[config.mk]
export PLATFORM = sky130hd
export DESIGN_NAME = filter_result_collector
export DESIGN_NICKNAME = d
export VERILOG_FILES = /design/src/rtl/filter_pkg.sv /design/src/rtl/sync_fifo.sv /design/src/rtl/filter_result_collector.sv
export SDC_FILE = /design/constraint.sdc
export NUM_CORES = 1
export LEC_CHECK = 0
export ABC_CLOCK_PERIOD_IN_PS = 6900
export CAP_MARGIN = 20
export CORE_MARGIN = 2
export CORE_UTILIZATION = 61
export DETAILED_ROUTE_END_ITERATION = 16
export PLACE_DENSITY = 0.79
export SYNTH_ARGS = -nofsm -noshare
export SYNTH_HDL_FRONTEND = slang
export SYNTH_SLANG_ARGS = --single-unit
[constraint.sdc]
create_clock -name clk -period 6.9 [get_ports clk]
set_input_delay 1.38 -clock clk [delete_from_list [all_inputs] [get_ports clk]]
set_output_delay 1.38 -clock clk [all_outputs]
set_load 0.05 [all_outputs]
[src/rtl/filter_pkg.sv]
`default_nettype none
// ============================================================================
//  Module      : filter_pkg
//  Description : Parameters shared by the 3x3 box-filter processing block,
//                its pixel feeder and the result collector, plus the layout
//                of one collected result.
//  Revision    : 1.0 - initial release
// ============================================================================
package filter_pkg;

    localparam int RESULT_WIDTH = 8;    // width of a filter result
    localparam int IMG_HEIGHT   = 480;  // rows per column strip
    localparam int ROW_W        = 10;   // row-index width
    localparam int PIPE_DEPTH   = 3;    // enables from bottom-row load to result
    localparam int FIFO_DEPTH   = 16;   // collector FIFO entries

    // One collected result: pixel value, window-centre row, end-of-strip flag.
    typedef struct packed {
        logic [RESULT_WIDTH-1:0] data;
        logic [ROW_W-1:0]        row;
        logic                    last;
    } result_entry_t;

    // Row counter step that wraps from the last row of a strip back to 0.
    function automatic logic [ROW_W-1:0] next_row(input logic [ROW_W-1:0] row,
                                                  input int               height);
        logic [ROW_W-1:0] last_row;
        last_row = ROW_W'(height - 1);
        return (row == last_row) ? '0 : row + ROW_W'(1);
    endfunction

endpackage
`default_nettype wire

[src/rtl/sync_fifo.sv]
`default_nettype none
// ============================================================================
//  Module      : sync_fifo
//  Description : Single-clock first-word-fall-through FIFO with occupancy
//                count. Simultaneous push and pop are accepted, including a
//                push while full when a pop frees the slot in the same cycle.
//  Revision    : 1.0 - initial release
// ============================================================================
module sync_fifo #(
    parameter int WIDTH = 8,
    parameter int DEPTH = 16            // power of 2, >= 2
) (
    input  logic                     clk,
    input  logic                     rst,
    input  logic                     push,
    input  logic [WIDTH-1:0]         push_data,
    input  logic                     pop,
    output logic [WIDTH-1:0]         pop_data,
    output logic                     empty,
    output logic                     full,
    output logic [$clog2(DEPTH):0]   count
);

    localparam int AW  = $clog2(DEPTH);
    localparam int CW  = AW + 1;

    logic [WIDTH-1:0] mem [DEPTH];
    logic [AW-1:0]    wr_ptr;
    logic [AW-1:0]    rd_ptr;
    logic             do_push;
    logic             do_pop;

    assign empty   = (count == '0);
    assign full    = (count == CW'(DEPTH));
    assign do_pop  = pop && !empty;
    assign do_push = push && (!full || do_pop);

    // Head of the queue is presented directly; zero while nothing is stored.
    assign pop_data = empty ? '0 : mem[rd_ptr];

    // Storage array: written on an accepted push, no reset needed.
    always_ff @(posedge clk) begin
        if (do_push) begin
            mem[wr_ptr] <= push_data;
        end
    end

    // Pointer and occupancy bookkeeping.
    always_ff @(posedge clk or posedge rst) begin
        if (rst) begin
            wr_ptr <= '0;
            rd_ptr <= '0;
            count  <= '0;
        end else begin
            if (do_push) begin
                wr_ptr <= wr_ptr + AW'(1);
            end
            if (do_pop) begin
                rd_ptr <= rd_ptr + AW'(1);
            end
            case ({do_push, do_pop})
                2'b10:   count <= count + CW'(1);
                2'b01:   count <= count - CW'(1);
                default: count <= count;
            endcase
        end
    end

endmodule
`default_nettype wire

[src/rtl/filter_result_collector.sv]
`default_nettype none
// ============================================================================
//  Module      : filter_result_collector
//  Description : Follows the box filter's enable cadence, keeps only results
//                from windows lying fully inside one column strip, tags them
//                with centre row and end-of-strip flag, buffers them and
//                streams them out over valid/ready. Raises stall toward the
//                pixel feeder before the buffer can overflow.
//                Reset is asserted asynchronously; its source releases it
//                synchronously to clk.
//  Revision    : 1.0 - initial release
// ============================================================================
module filter_result_collector
    import filter_pkg::RESULT_WIDTH;
    import filter_pkg::ROW_W;
    import filter_pkg::result_entry_t;
    import filter_pkg::next_row;
#(
    parameter int IMG_HEIGHT = filter_pkg::IMG_HEIGHT,  // >= 3
    parameter int PIPE_DEPTH = filter_pkg::PIPE_DEPTH,  // >= 1
    parameter int FIFO_DEPTH = filter_pkg::FIFO_DEPTH   // power of 2, >= 4
) (
    input  logic                    clk,
    input  logic                    reset,
    input  logic                    enable,
    input  logic [RESULT_WIDTH-1:0] filter_output,
    output logic                    stall,
    output logic [RESULT_WIDTH-1:0] m_data,
    output logic [ROW_W-1:0]        m_row,
    output logic                    m_last,
    output logic                    m_valid,
    input  logic                    m_ready,
    output logic                    overflow
);

    localparam int ENCNT_W = $clog2(PIPE_DEPTH + 1);
    localparam int COUNT_W = $clog2(FIFO_DEPTH) + 1;
    localparam int ENTRY_W = $bits(result_entry_t);

    localparam logic [ENCNT_W-1:0] EN_FULL  = ENCNT_W'(PIPE_DEPTH);
    localparam logic [ROW_W-1:0]   LAST_ROW = ROW_W'(IMG_HEIGHT - 1);
    localparam logic [ROW_W-1:0]   MIN_ROW  = ROW_W'(2);
    localparam logic [COUNT_W-1:0] STALL_AT = COUNT_W'(FIFO_DEPTH - 2);

    logic [ENCNT_W-1:0] en_cnt;
    logic [ROW_W-1:0]   in_row;
    logic [ROW_W-1:0]   row_tag [PIPE_DEPTH];

    logic               en_d;
    logic               win_ok;
    logic [ROW_W-1:0]   win_row;

    result_entry_t      push_entry;
    result_entry_t      pop_entry;
    logic [ENTRY_W-1:0] pop_bits;
    logic               push;
    logic               pop;
    logic               fifo_empty;
    logic               fifo_full;
    logic [COUNT_W-1:0] count;

    // Enable accounting: pipeline fill level, input row and row-tag delay line.
    always_ff @(posedge clk or posedge reset) begin
        if (reset) begin
            en_cnt <= '0;
            in_row <= '0;
            for (int i = 0; i < PIPE_DEPTH; i++) begin
                row_tag[i] <= '0;
            end
        end else if (enable) begin
            if (en_cnt != EN_FULL) begin
                en_cnt <= en_cnt + ENCNT_W'(1);
            end
            in_row     <= next_row(in_row, IMG_HEIGHT);
            row_tag[0] <= in_row;
            for (int i = 1; i < PIPE_DEPTH; i++) begin
                row_tag[i] <= row_tag[i-1];
            end
        end
    end

    // Capture, at each enable, the bottom row of the window whose result the
    // filter registers on this edge; the oldest tag (before the shift) is
    // the row loaded PIPE_DEPTH enables earlier.
    always_ff @(posedge clk or posedge reset) begin
        if (reset) begin
            en_d    <= 1'b0;
            win_ok  <= 1'b0;
            win_row <= '0;
        end else begin
            en_d <= enable;
            if (enable) begin
                win_ok  <= (en_cnt == EN_FULL) && (row_tag[PIPE_DEPTH-1] >= MIN_ROW);
                win_row <= row_tag[PIPE_DEPTH-1];
            end
        end
    end

    // Result is valid one cycle after the enable edge; row reported is the
    // window centre, one above the bottom row.
    always_comb begin
        push_entry      = '0;
        push_entry.data = filter_output;
        push_entry.row  = win_row - ROW_W'(1);
        push_entry.last = (win_row == LAST_ROW);
    end

    assign push = en_d && win_ok;
    assign pop  = m_valid && m_ready;

    sync_fifo #(
        .WIDTH (ENTRY_W),
        .DEPTH (FIFO_DEPTH)
    ) u_fifo (
        .clk       (clk),
        .rst       (reset),
        .push      (push),
        .push_data (push_entry),
        .pop       (pop),
        .pop_data  (pop_bits),
        .empty     (fifo_empty),
        .full      (fifo_full),
        .count     (count)
    );

    assign pop_entry = result_entry_t'(pop_bits);
    assign m_valid   = !fifo_empty;
    assign m_data    = pop_entry.data;
    assign m_row     = pop_entry.row;
    assign m_last    = pop_entry.last;

    // Two free slots remain when stall rises: one for a push already in
    // flight behind the last honoured enable, one as margin.
    assign stall = (count >= STALL_AT);

    // Sticky record of any result lost to a full FIFO.
    always_ff @(posedge clk or posedge reset) begin
        if (reset) begin
            overflow <= 1'b0;
        end else if (push && fifo_full && !pop) begin
            overflow <= 1'b1;
        end
    end

endmodule
`default_nettype wire

== After elaboration in Yosys (flattened, before gate mapping) ==
Memory sizes are Yosys's and may differ from the RTL's.
Index checks and enable logic that the tools add are counted.

* Flip-flop bits (word level): 68
* Bits in latches: 0
* RAM bits: 304
* ROM bits: 0
* Output and inout port bits: 22
* Word-level logic and storage cells: 48
* Memories kept: 1

* Add/sub/neg operators: 7
* Multipliers: 0
* Divide/modulo/power cells: 0
* $lt $le $gt $ge: 2
* Equality and inequality tests: 7
* Shifts and indexed selects: 0
* Muxes and demuxes: 5
* Bitwise logic cells: 0
* Reductions and logical operators: 14

{| class="wikitable"
|+ Memory list
! memory !! depth !! bits a word !! rd ports !! clocked after memory_dff !! wr ports !! RTL line !! RTL
|-
| u_fifo.mem || 16 || 19 || 1 || 0 || 1 || sync_fifo.sv:27 || <nowiki>logic [WIDTH-1:0] mem [DEPTH];</nowiki>
|}

{| class="wikitable"
|+ Operator list
! cell !! number
|-
| 10-bit by 9-bit == test with 1-bit output, second input constant || 2
|-
| 19-bit two-way mux || 1
|-
| 10-bit by 1-bit adder with 10-bit output, second input constant || 1
|-
| 10-bit by 2-bit >= comparator with 1-bit output, second input constant || 1
|-
| 10-bit two-way mux || 1
|-
| 5-bit one-hot mux with 2 select lines || 1
|-
| 10-bit by 1-bit subtractor with 10-bit output, second input constant || 1
|-
| 4-bit by 1-bit adder with 4-bit output, second input constant || 2
|-
| 1-bit logical AND || 7
|-
| 5-bit by 1-bit adder with 5-bit output, second input constant || 1
|-
| 5-bit == test, second input constant || 1
|-
| 5-bit by 4-bit >= comparator with 1-bit output, second input constant || 1
|-
| 5-bit zero test || 1
|-
| 5-bit by 1-bit subtractor with 5-bit output, second input constant || 1
|-
| 2-bit == test, second input constant || 2
|-
| 1-bit zero test || 3
|-
| 2-bit by 1-bit adder with 2-bit output, second input constant || 1
|-
| 2-bit by 1-bit == test with 1-bit output, second input constant || 1
|-
| 1-bit two-way mux || 2
|-
| 2-bit inequality test, second input constant || 1
|-
| 2-bit AND reduction || 1
|-
| 2-bit nonzero test || 1
|-
| 1-bit logical OR || 1
|}

== Depth between registers and ports, before layout ==
Gate-level depths: netlist of run 1.

* Word-level depth: 8
* Gate-level depth with buffers: 12
* Mapped depth without buffers: 10

== By module ==
A second synthesis of run 1 with hierarchy kept.

* Cells, all modules: 840
* Area, all modules: 15083.2 um^2

{| class="wikitable"
|+ By module, submodules not included
! module !! instances !! cells each !! area each (um^2)
|-
| sync_fifo || 1 || 650 || 12634.6
|-
| filter_result_collector || 1 || 190 || 2448.6
|}

== Least setup slack after synthesis of run 1 ==
No wires, ideal clock.

* Kind: input -> register
* Start point: input m_ready
* End point: memory u_fifo.mem[3][0] (netlist bit) (enable)
* Setup time: 0.419 ns
* Arrival: 3.311 ns
* Data required time: 6.481 ns
* Setup slack: 3.170 ns
* Stages on the path: 4
* Path through: inv_1 -> a31oi_2 -> nand2_1 -> nor3_1

* Cells in the longest elaborated chain, start to end: 6

{| class="wikitable"
|+ RTL lines
! what !! RTL line !! RTL
|-
| start: declaration || filter_result_collector.sv:32 || <nowiki>input logic m_ready,</nowiki>
|-
| 1-bit logical AND || filter_result_collector.sv:109 || <nowiki>assign pop = m_valid && m_ready;</nowiki>
|-
| 1-bit logical AND || sync_fifo.sv:35 || <nowiki>assign do_pop = pop && !empty;</nowiki>
|-
| 1-bit logical OR || sync_fifo.sv:36 || <nowiki>assign do_push = push && (!full || do_pop);</nowiki>
|-
| 1-bit logical AND || sync_fifo.sv:36 ||
|-
| 1-bit two-way mux || sync_fifo.sv:43 || <nowiki>if (do_push) begin</nowiki>
|-
| 1-bit two-way mux (not written as such) || sync_fifo.sv:44 || <nowiki>mem[wr_ptr] <= push_data;</nowiki>
|-
| end: declaration || sync_fifo.sv:27 ||
|}

Every way passes these cells.

== Worst setup path in the final report of run 1 ==
* Start point: register u_fifo.rd_ptr[1]
* End point: output m_row[0]

* Cells in the longest elaborated chain, start to end: 2

{| class="wikitable"
|+ RTL lines
! what !! RTL line !! RTL
|-
| start: declaration || sync_fifo.sv:29 || <nowiki>logic [AW-1:0] rd_ptr;</nowiki>
|-
| start signal: assignment || sync_fifo.sv:59 || <nowiki>rd_ptr <= rd_ptr + AW'(1);</nowiki>
|-
| memory read 16 x 19 bit || n/a ||
|-
| 19-bit two-way mux || sync_fifo.sv:39 || <nowiki>assign pop_data = empty ? '0 : mem[rd_ptr];</nowiki>
|-
| end: declaration || filter_result_collector.sv:29 || <nowiki>output logic [ROW_W-1:0] m_row,</nowiki>
|}

Every way passes these cells.

==> out/qor.yml, run 1 <==
clock_path_buffers: 3
ir_drop_mv: 0.229
wl_mm: 30.1
comb_power_share_pct: 31.5
syn2layout_area_growth_pct: 13.9
critPathBufInv: 2
fin_nets: 839
synth_area_um2: 14800
die_area_um2: 25600
postCtsHoldBufs: 0
slew_headroom_pct: 32.8
worstHoldStart: "overflow"
arrival_ns: 3.70
synth_ff_type: "edfxtp_1"
place_congestion: 0.752
die_h_um: 160
grt_pass1_wl_mm: 45.9
synth-edff-count: 304
synth_mux_area_share_pct: 17.3
cts_tree: "done"
ys_seq_area_share_pct: 73.0
numCtsBuffers: 38
synth_common_cells: "edfxtp_1 (304), mux4_2 (76), dfrtp_1 (68)"
post-route-period-util_pct: 73.7
grt_max_degree: 69
finalSetupViolCount: 0
first_global_vias: 7759
diodes: 0
power.leakage_nw: 5.84
drt-initial-drc-count: 642
antenna_found_initial: 0
worstReg2RegStart: "u_fifo.count[1]"
worst_hold_path_type: "register to register"
crit_path_start_kind: "register"
cts-root-buf: "clkbuf_16"
post-route-min-period_ns: 5.08
insertion_delay_ns: 0.52
viasPerCell: 6.29
dr.pass1.iters: 5
switchingPower_mw: 2.40
vias: 7329
cp.required_ns: 5.52
hpwlAfterDp_mm: 16.1
synth_top_area_share_pct: 61.5
endpoint_kind: "output pin"
synth_seq_cells: 372
htree_levels: 2
hold-worst-slack_ns: 0.484
finClkSkew_ns: 0.0169
cp_cell_sequence: "buf_4 > mux4_2 > mux2i_1 > o22ai_1 > clkdlybuf4s50_1"
slowest_delay_ns: 0.88
gr-total-overflow: 0
port_buffers: 33
yosys.area_share.simple_pct: 3.37
worstSetupPathType: "register to output pin"
dpl_cell_area_um2: 15600
crit_path_start: "u_fifo.rd_ptr[1]"
rows: 57
yosysMostFrequentCell: "edfxtp_1"
syn_avg_cell_area_um2: 19.7
ctsResizeCount: 0
clock_sinks: 372
p_sw_share_pct: 32.4
clk_pin_slew_ns: 0.06
synth_compound_area_share_pct: 1.88
synthXorXnorAreaFrac_pct: 1.54
core_area_um2: 24100
worstMarginPinSlew_ns: 1.01
fin_cells: 1165
design_area_um2: 16900
wire_per_inst_um: 25.8
initial_utilization_pct: 61.5
yosysTopAreaCell: "edfxtp_1"
power_density_nw_per_um2: 439
synth_fa_ha_area_share_pct: 1.10
track_usage_pct: 24.4
cp_top_family: "buffers and inverters"
chipWidth_um: 160
synth_cells: 753
placed_cells: 1091
syn_nets: 778
drive_above_1_share_pct: 27.2
drt.antenna.violating_nets: 0
cap_violations: 0
fin_setup_tns_ns: 0
synthTopCellsByArea: "edfxtp_1 (62%), mux4_2 (12%), dfrtp_1 (11%)"
drc_errors: 0
rsz0062_at_grt: "false"
slew_viol_final: 0
cp_max_fo: 52
cts_setup_buffers: 0
clockPowerShare_pct: 27.5
seq_power_share_pct: 41.0
internal-power_mw: 5.01
async_reset_ff_share_pct: 18.3
max_freq_mhz: 197
p_total_mw: 7.41
status: "completed"
yosysUniqueCellTypes: 47
ys_warn_count: 0
crit_slowest_cell: "clkdlybuf4s50_1"
io_pins: 34
hold_viol: 0
synth_top_family_by_area: "multiplexers"
power by group through the flow:
stage | combinational [mW] | sequential [mW] | clock (mW)
after floorplan | 1.83 | 2.92 | 0
after global placement | 2.15 | 3.12 | 0
after detailed placement | 2.22 | 3.14 | 0
after CTS | 2.24 | 3.10 | 2.07
after global routing | 2.49 | 3.07 | 2.15
final | 2.34 | 3.04 | 2.04
stage by stage:
stage	utilization (%)	setup slack, ns
after floorplan	-	3.17
after global placement	64.6	2.28
after detailed placement	64.6	2.27
after CTS	69.8	1.69
after global routing	70.1	1.68
final	70.1	1.82
per-layer routing:
layer | GRT usage, % | wire [um] | vias up
met2 | 40.5 | 15200 | 296
met5 | 0 | 0 | -
li1 | - | - | 3142
met4 | 9.46 | 1080 | 0
met1 | 32.8 | 11700 | 3812
met3 | 4.57 | 2110 | 79
cells in the final DEF (no fill, tap or decap), types with 7 or more instances in the layout:
| cell | netlist | final |
|---|---|---|
| nand3_1 | 10 | 10 |
| clkdlybuf4s50_1 | 0 | 32 |
| edfxtp_1 | 304 | 304 |
| xnor2_1 | 15 | 15 |
| clkinv_1 | 0 | 7 |
| nor2_2 | 0 | 8 |
| o21ai_0 | 10 | 10 |
| nand2_1 | 20 | 20 |
| xor2_1 | 11 | 11 |
| o22ai_1 | 19 | 19 |
| ha_1 | 13 | 13 |
| mux4_2 | 76 | 76 |
| dfrtp_1 | 68 | 65 |
| inv_1 | 15 | 14 |
| mux2i_1 | 38 | 38 |
| clkbuf_16 | 0 | 39 |
| mux2_2 | 42 | 42 |
| buf_4 | 4 | 24 |
| nor2_1 | 22 | 10 |
final timing paths:
check | end | slack (ns) | cells after the start
min in group asynchronous | u_fifo.count[0] | 1.42 | 3
worst min register to register | overflow | 0.48 | 1
worst max-delay path | m_row[0] | 1.82 | 5
worst min-delay path | overflow | 0.48 | 1
worst max register to register | u_fifo.count[4] | 3.75 | 9
max in group asynchronous | u_fifo.rd_ptr[0] | 4.85 | 3
cell type report:
class | instances | area (um^2)
Timing Repair Buffer | 59 | 547
Multi-Input combinational cell | 328 | 3800
Clock inverter | 17 | 186
Fill cell | 1483 | 7210
Tap cell | 324 | 405
Sequential cell | 372 | 10800
Inverter | 15 | 56.3
Clock buffer | 50 | 1060
cell families (layout without fill, tap and decap cells):
family	after synthesis	in the layout
simple gates	92	92
mux	156	156
xor+xnor	26	26
buf+inv	53	141
fa+ha+maj	13	13
compound gates	41	41
flops	372	372
sequential cells by signal, indices dropped and copies added (netlist names):
register       cells
u_fifo.mem       304
row_tag           30
in_row            10
win_row           10
u_fifo.count       5
u_fifo.rd_ptr      4
u_fifo.wr_ptr      4
en_cnt             2
en_d               1
overflow           1
win_ok             1
No activity file was read; power rests on OpenSTA's default activity.
==> run 2: changes to the inputs <==
--- a/config.mk
+++ b/config.mk
@@ -5,7 +5,7 @@
 export SDC_FILE = /design/constraint.sdc
 export NUM_CORES = 1
 export LEC_CHECK = 0
-export ABC_CLOCK_PERIOD_IN_PS = 6900
+export ABC_CLOCK_PERIOD_IN_PS = 5000
 export CAP_MARGIN = 20
 export CORE_MARGIN = 2
 export CORE_UTILIZATION = 61
==> constraint.sdc (replaced) <==
create_clock -name clk -period 5 [get_ports clk]
set_input_delay 1 -clock clk [delete_from_list [all_inputs] [get_ports clk]]
set_output_delay 1 -clock clk [all_outputs]
set_load 0.05 [all_outputs]
==> run 2 against run 1 <==
Non-clock buffer count grew 4. Flip-flop and latch count stayed put. Largest power group unchanged. Utilization decreased by 0.23 points. Setup slack worse by 1.2 ns. First-iteration DRC count grew 0.47%. Critical path depth increased by 1. Global-route usage decreased by 1.2 points. Clock skew is 0.010 ns higher. Largest cell class unchanged. Final area fell by 0.33%. Register-to-register slack worse by 1.9 ns. Highest routed layer unchanged.
==> out/qor.yml, run 2 (same netlist as run 1, synthesis figures left out) <==
numCtsBuffers: 37  # -2.6%
diodes: 0  # unchanged
first_global_vias: 7567  # -2.5%
seq_power_share_pct: 42.1  # +1.1 points
drc_errors: 0  # unchanged
hold_viol: 0  # unchanged
comb_power_share_pct: 31.6  # about the same
drt.antenna.violating_nets: 0  # unchanged
finalSetupViolCount: 0  # unchanged
htree_levels: 2  # unchanged
initial_utilization_pct: 61.5  # unchanged
finClkSkew_ns: 0.0269  # +0.00998 ns
cp_max_fo: 14  # -73%
post-route-period-util_pct: 86.7
largest_reg_flops: 304  # unchanged
crit_path_start_kind: "register"
wl_mm: 29.0  # -3.7%
cp.required_ns: 4.00  # -1.52 ns
switchingPower_mw: 3.29  # +37%
track_usage_pct: 23.2  # -1.2 points
ctsResizeCount: 0  # unchanged
core_area_um2: 24100  # unchanged
slew_headroom_pct: 27.4  # -5.4 points
max_freq_mhz: 231
gr-total-overflow: 0  # unchanged
grt_pass1_wl_mm: 44.3  # -3.5%
cts-root-buf: "clkbuf_16"
chipWidth_um: 160  # unchanged
p_total_mw: 10.1  # +36%
top_register: "u_fifo.mem"
viasPerCell: 6.21  # -1.2%
wire_per_inst_um: 24.8  # -4.1%
drive_above_1_share_pct: 27.2  # about the same
hpwlAfterDp_mm: 16.7  # +3.8%
syn2layout_area_growth_pct: 13.5
rsz0062_at_grt: "false"
fin_setup_tns_ns: 0  # unchanged
insertion_delay_ns: 0.52  # about the same
rows: 57  # unchanged
grt_max_degree: 54  # -22%
power_density_nw_per_um2: 598  # +36%
largestRegisters: "u_fifo.mem: 304 flops, row_tag: 30 flops"
endpoint_kind: "output pin"
cts_tree: "done"
clk_pin_slew_ns: 0.06  # about the same
crit_path_start: "u_fifo.count[1]"
rr_endpoint: "u_fifo.count[4]"
antenna_found_initial: 0  # unchanged
die_area_um2: 25600  # unchanged
slew_viol_final: 0  # unchanged
reg2reg_depth: 10  # +1
ir_drop_mv: 0.428  # +87%
post-route-min-period_ns: 4.33
cap_violations: 0  # unchanged
dr.pass1.iters: 6  # +1
clock_path_buffers: 3  # unchanged
worst_hold_path_type: "register to register"
worstSetupPathType: "register to output pin"
pre_cts_ws_ns: 1.05  # -1.23 ns
worstMarginPinSlew_ns: 1.09  # +0.0776 ns
power.leakage_nw: 5.82  # -0.33%
final_cell_mix: "edfxtp_1 (304), mux4_2 (76), dfrtp_1 (65)"
internal-power_mw: 6.77  # +35%
postCtsHoldBufs: 0  # unchanged
io_pins: 34  # unchanged
status: "completed"
layout_commonest_cell: "edfxtp_1"
setup_ws_ns: 0.665  # -1.15 ns
worstReg2RegStart: "u_fifo.count[1]"
die_h_um: 160  # unchanged
clock_sinks: 372  # unchanged
clockPowerShare_pct: 26.4  # -1.1 points
p_sw_share_pct: 32.7  # +0.29 points
place_congestion: 0.831  # +11%
drt-initial-drc-count: 645  # +0.47%
fin_nets: 842  # +0.36%
critPathCapture: "m_data[0]"
r2r_slack_ns: 1.82  # -1.93 ns
arrival_ns: 3.33  # -0.37 ns
vias: 7263  # -0.90%
port_buffers: 33  # unchanged
cts_setup_buffers: 0  # unchanged
-- run 2: cell types whose count changed in the layout (fill, tap and decap cells not counted), sizes merged --
| cell | previous run | this run |
|---|---|---|
| buf | 26 | 31 |
| bufinv | 4 | 3 |
| clkbuf | 51 | 49 |
| clkinvlp | 0 | 2 |
-- run 2: worst max-delay path: stages, from the launching register on --
cell,delay [ns]
dfrtp_1,0.49
nor4_4,0.40
nand2_2,0.14
nand2b_1,0.68
buf_4,0.28
o22ai_1,0.10
clkdlybuf4s50_1,0.74
-- run 2: power groups by stage --
| stage | Combinational [mW] | Clock (mW) | Sequential (mW) |
|---|---|---|---|
| after floorplan | 2.52 | 0 | 4.02 |
| after global placement | 3.05 | 0 | 4.26 |
| after detailed placement | 3.15 | 0 | 4.30 |
| after CTS | 3.17 | 2.69 | 4.24 |
| after global routing | 3.37 | 2.81 | 4.28 |
| final | 3.18 | 2.65 | 4.23 |
-- run 2: metrics by stage --
| step | cells | cell area (um^2) | hold WS [ns] | utilization, % |
|---|---|---|---|---|
| global placement | 1098 | 15600 | 0.461 | 64.9 |
| CTS | 1165 | 16800 | 0.488 | 69.7 |
| finish | 1169 | 16800 | 0.488 | 69.9 |
| floorplan | 753 | 14800 | 0.446 | - |
| global route | 1169 | 16800 | 0.498 | 69.9 |
| detailed placement | 1098 | 15600 | 0.470 | 64.9 |
-- run 2: how the worst min path moves through the flow --
stage                           from         end  cells past startpoint
after detailed placement  row_tag[0]  win_row[0]                      2
final                      en_cnt[0]   en_cnt[0]                      1
after global placement     en_cnt[0]   en_cnt[0]                      1
after CTS                 row_tag[0]  win_row[0]                      2
after floorplan           row_tag[0]  win_row[0]                      2
after global routing       en_cnt[0]   en_cnt[0]                      1
-- run 2: cell type report --
| cell class | instances | area (um^2) |
|---|---|---|
| Clock inverter | 18 | 169 |
| Timing Repair Buffer | 63 | 592 |
| Tap cell | 324 | 405 |
| Clock buffer | 49 | 991 |
| Multi-Input combinational cell | 328 | 3790 |
| Sequential cell | 372 | 10800 |
| Inverter | 15 | 56.3 |
| Fill cell | 1463 | 7260 |
-- run 2: metal layers --
metal / track usage, % / vias up / routed length (um)
met5: 0 / - / 0
met4: 6.35 / 0 / 521
met3: 3.66 / 45 / 2310
met2: 38.3 / 347 / 14700
met1: 33.1 / 3738 / 11500
li1: - / 3133 / -
==> run 3: changes to the inputs <==
--- a/config.mk
+++ b/config.mk
@@ -5,12 +5,14 @@
 export SDC_FILE = /design/constraint.sdc
 export NUM_CORES = 1
 export LEC_CHECK = 0
-export ABC_CLOCK_PERIOD_IN_PS = 5000
+export ABC_CLOCK_PERIOD_IN_PS = 4140
 export CAP_MARGIN = 20
+export CELL_PAD_IN_SITES_DETAIL_PLACEMENT = 0
+export CELL_PAD_IN_SITES_GLOBAL_PLACEMENT = 2
 export CORE_MARGIN = 2
-export CORE_UTILIZATION = 61
+export CORE_UTILIZATION = 48
 export DETAILED_ROUTE_END_ITERATION = 16
-export PLACE_DENSITY = 0.79
+export PLACE_DENSITY_LB_ADDON = 0.1
 export SYNTH_ARGS = -nofsm -noshare
 export SYNTH_HDL_FRONTEND = slang
 export SYNTH_SLANG_ARGS = --single-unit
==> constraint.sdc (replaced) <==
create_clock -name clk -period 4.14 [get_ports clk]
set_input_delay 0.828 -clock clk [delete_from_list [all_inputs] [get_ports clk]]
set_output_delay 0.828 -clock clk [all_outputs]
set_load 0.05 [all_outputs]
==> run 3 against run 2 <==
Sequential share of layout area down 1.1 points. Setup slack worse by 0.61 ns. First-iteration DRC count shrank 27%. Power up 23%. Critical path depth fell by 1. Sequential power grew 20%. Clock skew shrank 0.0058 ns. Flip-flop and latch count did not move.
==> out/qor.yml, run 3 (same netlist as run 1, synthesis figures left out) <==
crit_slowest_cell: "dfrtp_2"
internal-power_mw: 8.35  # +23%
vias: 7228  # -0.48%
fin_nets: 856  # +1.7%
die_area_um2: 32300  # +26%
post-route-min-period_ns: 4.08
port_buffers: 33  # unchanged
insertion_delay_ns: 0.53  # about the same
core_area_um2: 30500  # +27%
hpwlAfterDp_mm: 18.0  # +8.2%
critPathBufInv: 2  # unchanged
viasPerCell: 5.75  # -7.4%
comb_power_share_pct: 32.1  # +0.5 points
wl_mm: 31.3  # +8.1%
clock_sinks: 372  # unchanged
worst_hold_path_type: "register to register"
htree_levels: 2  # unchanged
final_cell_mix: "edfxtp_1 (304), mux4_2 (76), dfrtp_1 (65)"
crit_path_start_kind: "register"
worstSetupPathType: "register to output pin"
rows: 64  # +12%
seqCellArea_um2: 10800  # unchanged
grt_pass1_wl_mm: 47.3  # +6.9%
status: "completed"
finalSetupViolCount: 0  # unchanged
clk_pin_slew_ns: 0.06  # about the same
drc_errors: 0  # unchanged
top_register: "u_fifo.mem"
io_pins: 34  # unchanged
p_sw_share_pct: 32.7  # about the same
seq_power_share_pct: 40.8  # -1.3 points
place_congestion: 0.771  # -7.2%
ctsResizeCount: 0  # unchanged
worstMarginPinSlew_ns: 1.03  # -0.0547 ns
endpoint_kind: "output pin"
drt-initial-drc-count: 471  # -27%
clock_path_buffers: 3  # unchanged
switchingPower_mw: 4.06  # +23%
slew_headroom_pct: 31.0  # +3.7 points
finClkSkew_ns: 0.0211  # -0.00577 ns
track_usage_pct: 19.6  # -3.6 points
die_h_um: 180  # +12%
cp_top_family: "buffers and inverters"
rsz0062_at_grt: "false"
hold_depth: 1  # unchanged
initial_utilization_pct: 48.6  # -13 points
max_freq_mhz: 245
largestRegisters: "u_fifo.mem: 304 flops, row_tag: 30 flops"
gr-total-overflow: 0  # unchanged
hold_viol: 0  # unchanged
p_total_mw: 12.4  # +23%
cp_cell_sequence: "buf_12 > mux4_2 > mux2i_1 > o22ai_1 > clkdlybuf4s50_1"
clockPowerShare_pct: 27.1  # +0.7 points
fillCellCount: 2281  # +56%
slew_viol_final: 0  # unchanged
diodes: 0  # unchanged
fin_setup_tns_ns: 0  # unchanged
drive_above_1_share_pct: 28.3  # +1.1 points
antenna_found_initial: 0  # unchanged
cap_violations: 0  # unchanged
slowest_delay_ns: 0.91  # +0.17 ns
postCtsHoldBufs: 0  # unchanged
drt.antenna.violating_nets: 0  # unchanged
layout_commonest_cell: "edfxtp_1"
cts-root-buf: "clkbuf_16"
numCtsBuffers: 39  # +5.4%
grt_max_degree: 43  # -20%
cts_setup_buffers: 0  # unchanged
power.leakage_nw: 5.93  # +1.8%
syn2layout_area_growth_pct: 15.5
post-route-period-util_pct: 98.6
cts_tree: "done"
cp.required_ns: 3.31  # -0.69 ns
reg2reg_depth: 10  # unchanged
arrival_ns: 3.25  # -0.08 ns
chipWidth_um: 180  # +12%
power_density_nw_per_um2: 725  # +21%
multi_input_area_um2: 3800  # +0.16%
largest_reg_flops: 304  # unchanged
ir_drop_mv: 0.332  # -22%
dr.pass1.iters: 4  # -2
cp_max_fo: 29  # +15
cp.depth: 5  # -1
wire_per_inst_um: 24.9  # +0.49%
first_global_vias: 7704  # +1.8%
==> run 3: changes by cell type in the layout (fill, tap and decap cells not counted), sizes merged <==
cell	change
clkbuf	+1
buf	+12
bufinv	+1
clkinv	+1
inv	+1
==> run 3: worst reg2reg max path, cell delays in order (launching register included) <==
cell	delay (ns)
dfrtp_1	0.50
nor4_4	0.40
a21oi_1	0.12
buf_4	0.18
ha_1	0.33
xor2_1	0.19
ha_1	0.24
or3_4	0.35
a2111oi_4	0.38
nor4_2	0.10
xnor2_1	0.14
==> run 3: routing by layer <==
layer / global-route usage, % / wire length (um) / vias to the layer above / part of all wire (%)
met1: 26.9 / 13700 / 3867 / 44
li1: - / - / 3177 / -
met2: 33.0 / 15800 / 144 / 51
met5: 0 / 0 / - / 0
met4: 5.27 / 570 / 0 / 1.8
met3: 3.02 / 1160 / 40 / 3.7
==> run 3: final timing paths <==
check | start | endpoint | slack (ns)
max | u_fifo.rd_ptr[1] | m_row[2] | 0.06
min | en_cnt[0] | en_cnt[0] | 0.48
max reg2reg | u_fifo.count[1] | u_fifo.count[4] | 1.09
min reg2reg | en_cnt[0] | en_cnt[0] | 0.48
max in group asynchronous | reset | u_fifo.rd_ptr[0] | 2.58
min in group asynchronous | reset | overflow | 0.84
==> run 3: cell type report <==
type	count	share of cell area, %
Clock buffer	50	5.94
Clock inverter	21	1.23
Inverter	15	0.329
Multi-Input combinational cell	328	22.2
Sequential cell	372	63.3
Tap cell	396	2.89
Timing Repair Buffer	75	4.20
==> run 3: power by group through the flow <==
stage / sequential (mW) / clock, mW / combinational (mW)
detailed placement: 5.15 / 0 / 4.00
floorplan: 4.86 / 0 / 3.04
finish: 5.06 / 3.37 / 3.99
CTS: 5.07 / 3.44 / 4.01
global route: 5.12 / 3.59 / 4.26
global placement: 5.13 / 0 / 3.91
==> run 3: stage by stage <==
step	instances	utilization, %	setup WS, ns	cell area, um^2	hold slack (ns)
2_1_floorplan	753	-	0.962	14800	0.446
3_3_place_gp	1181	52.0	0.627	15900	0.461
3_5_place_dp	1182	52.0	0.626	15900	0.462
4_1_cts	1253	56.0	0.0538	17100	0.479
5_1_grt	1257	56.2	0.00677	17100	0.498
6_report	1257	56.2	0.0598	17100	0.478
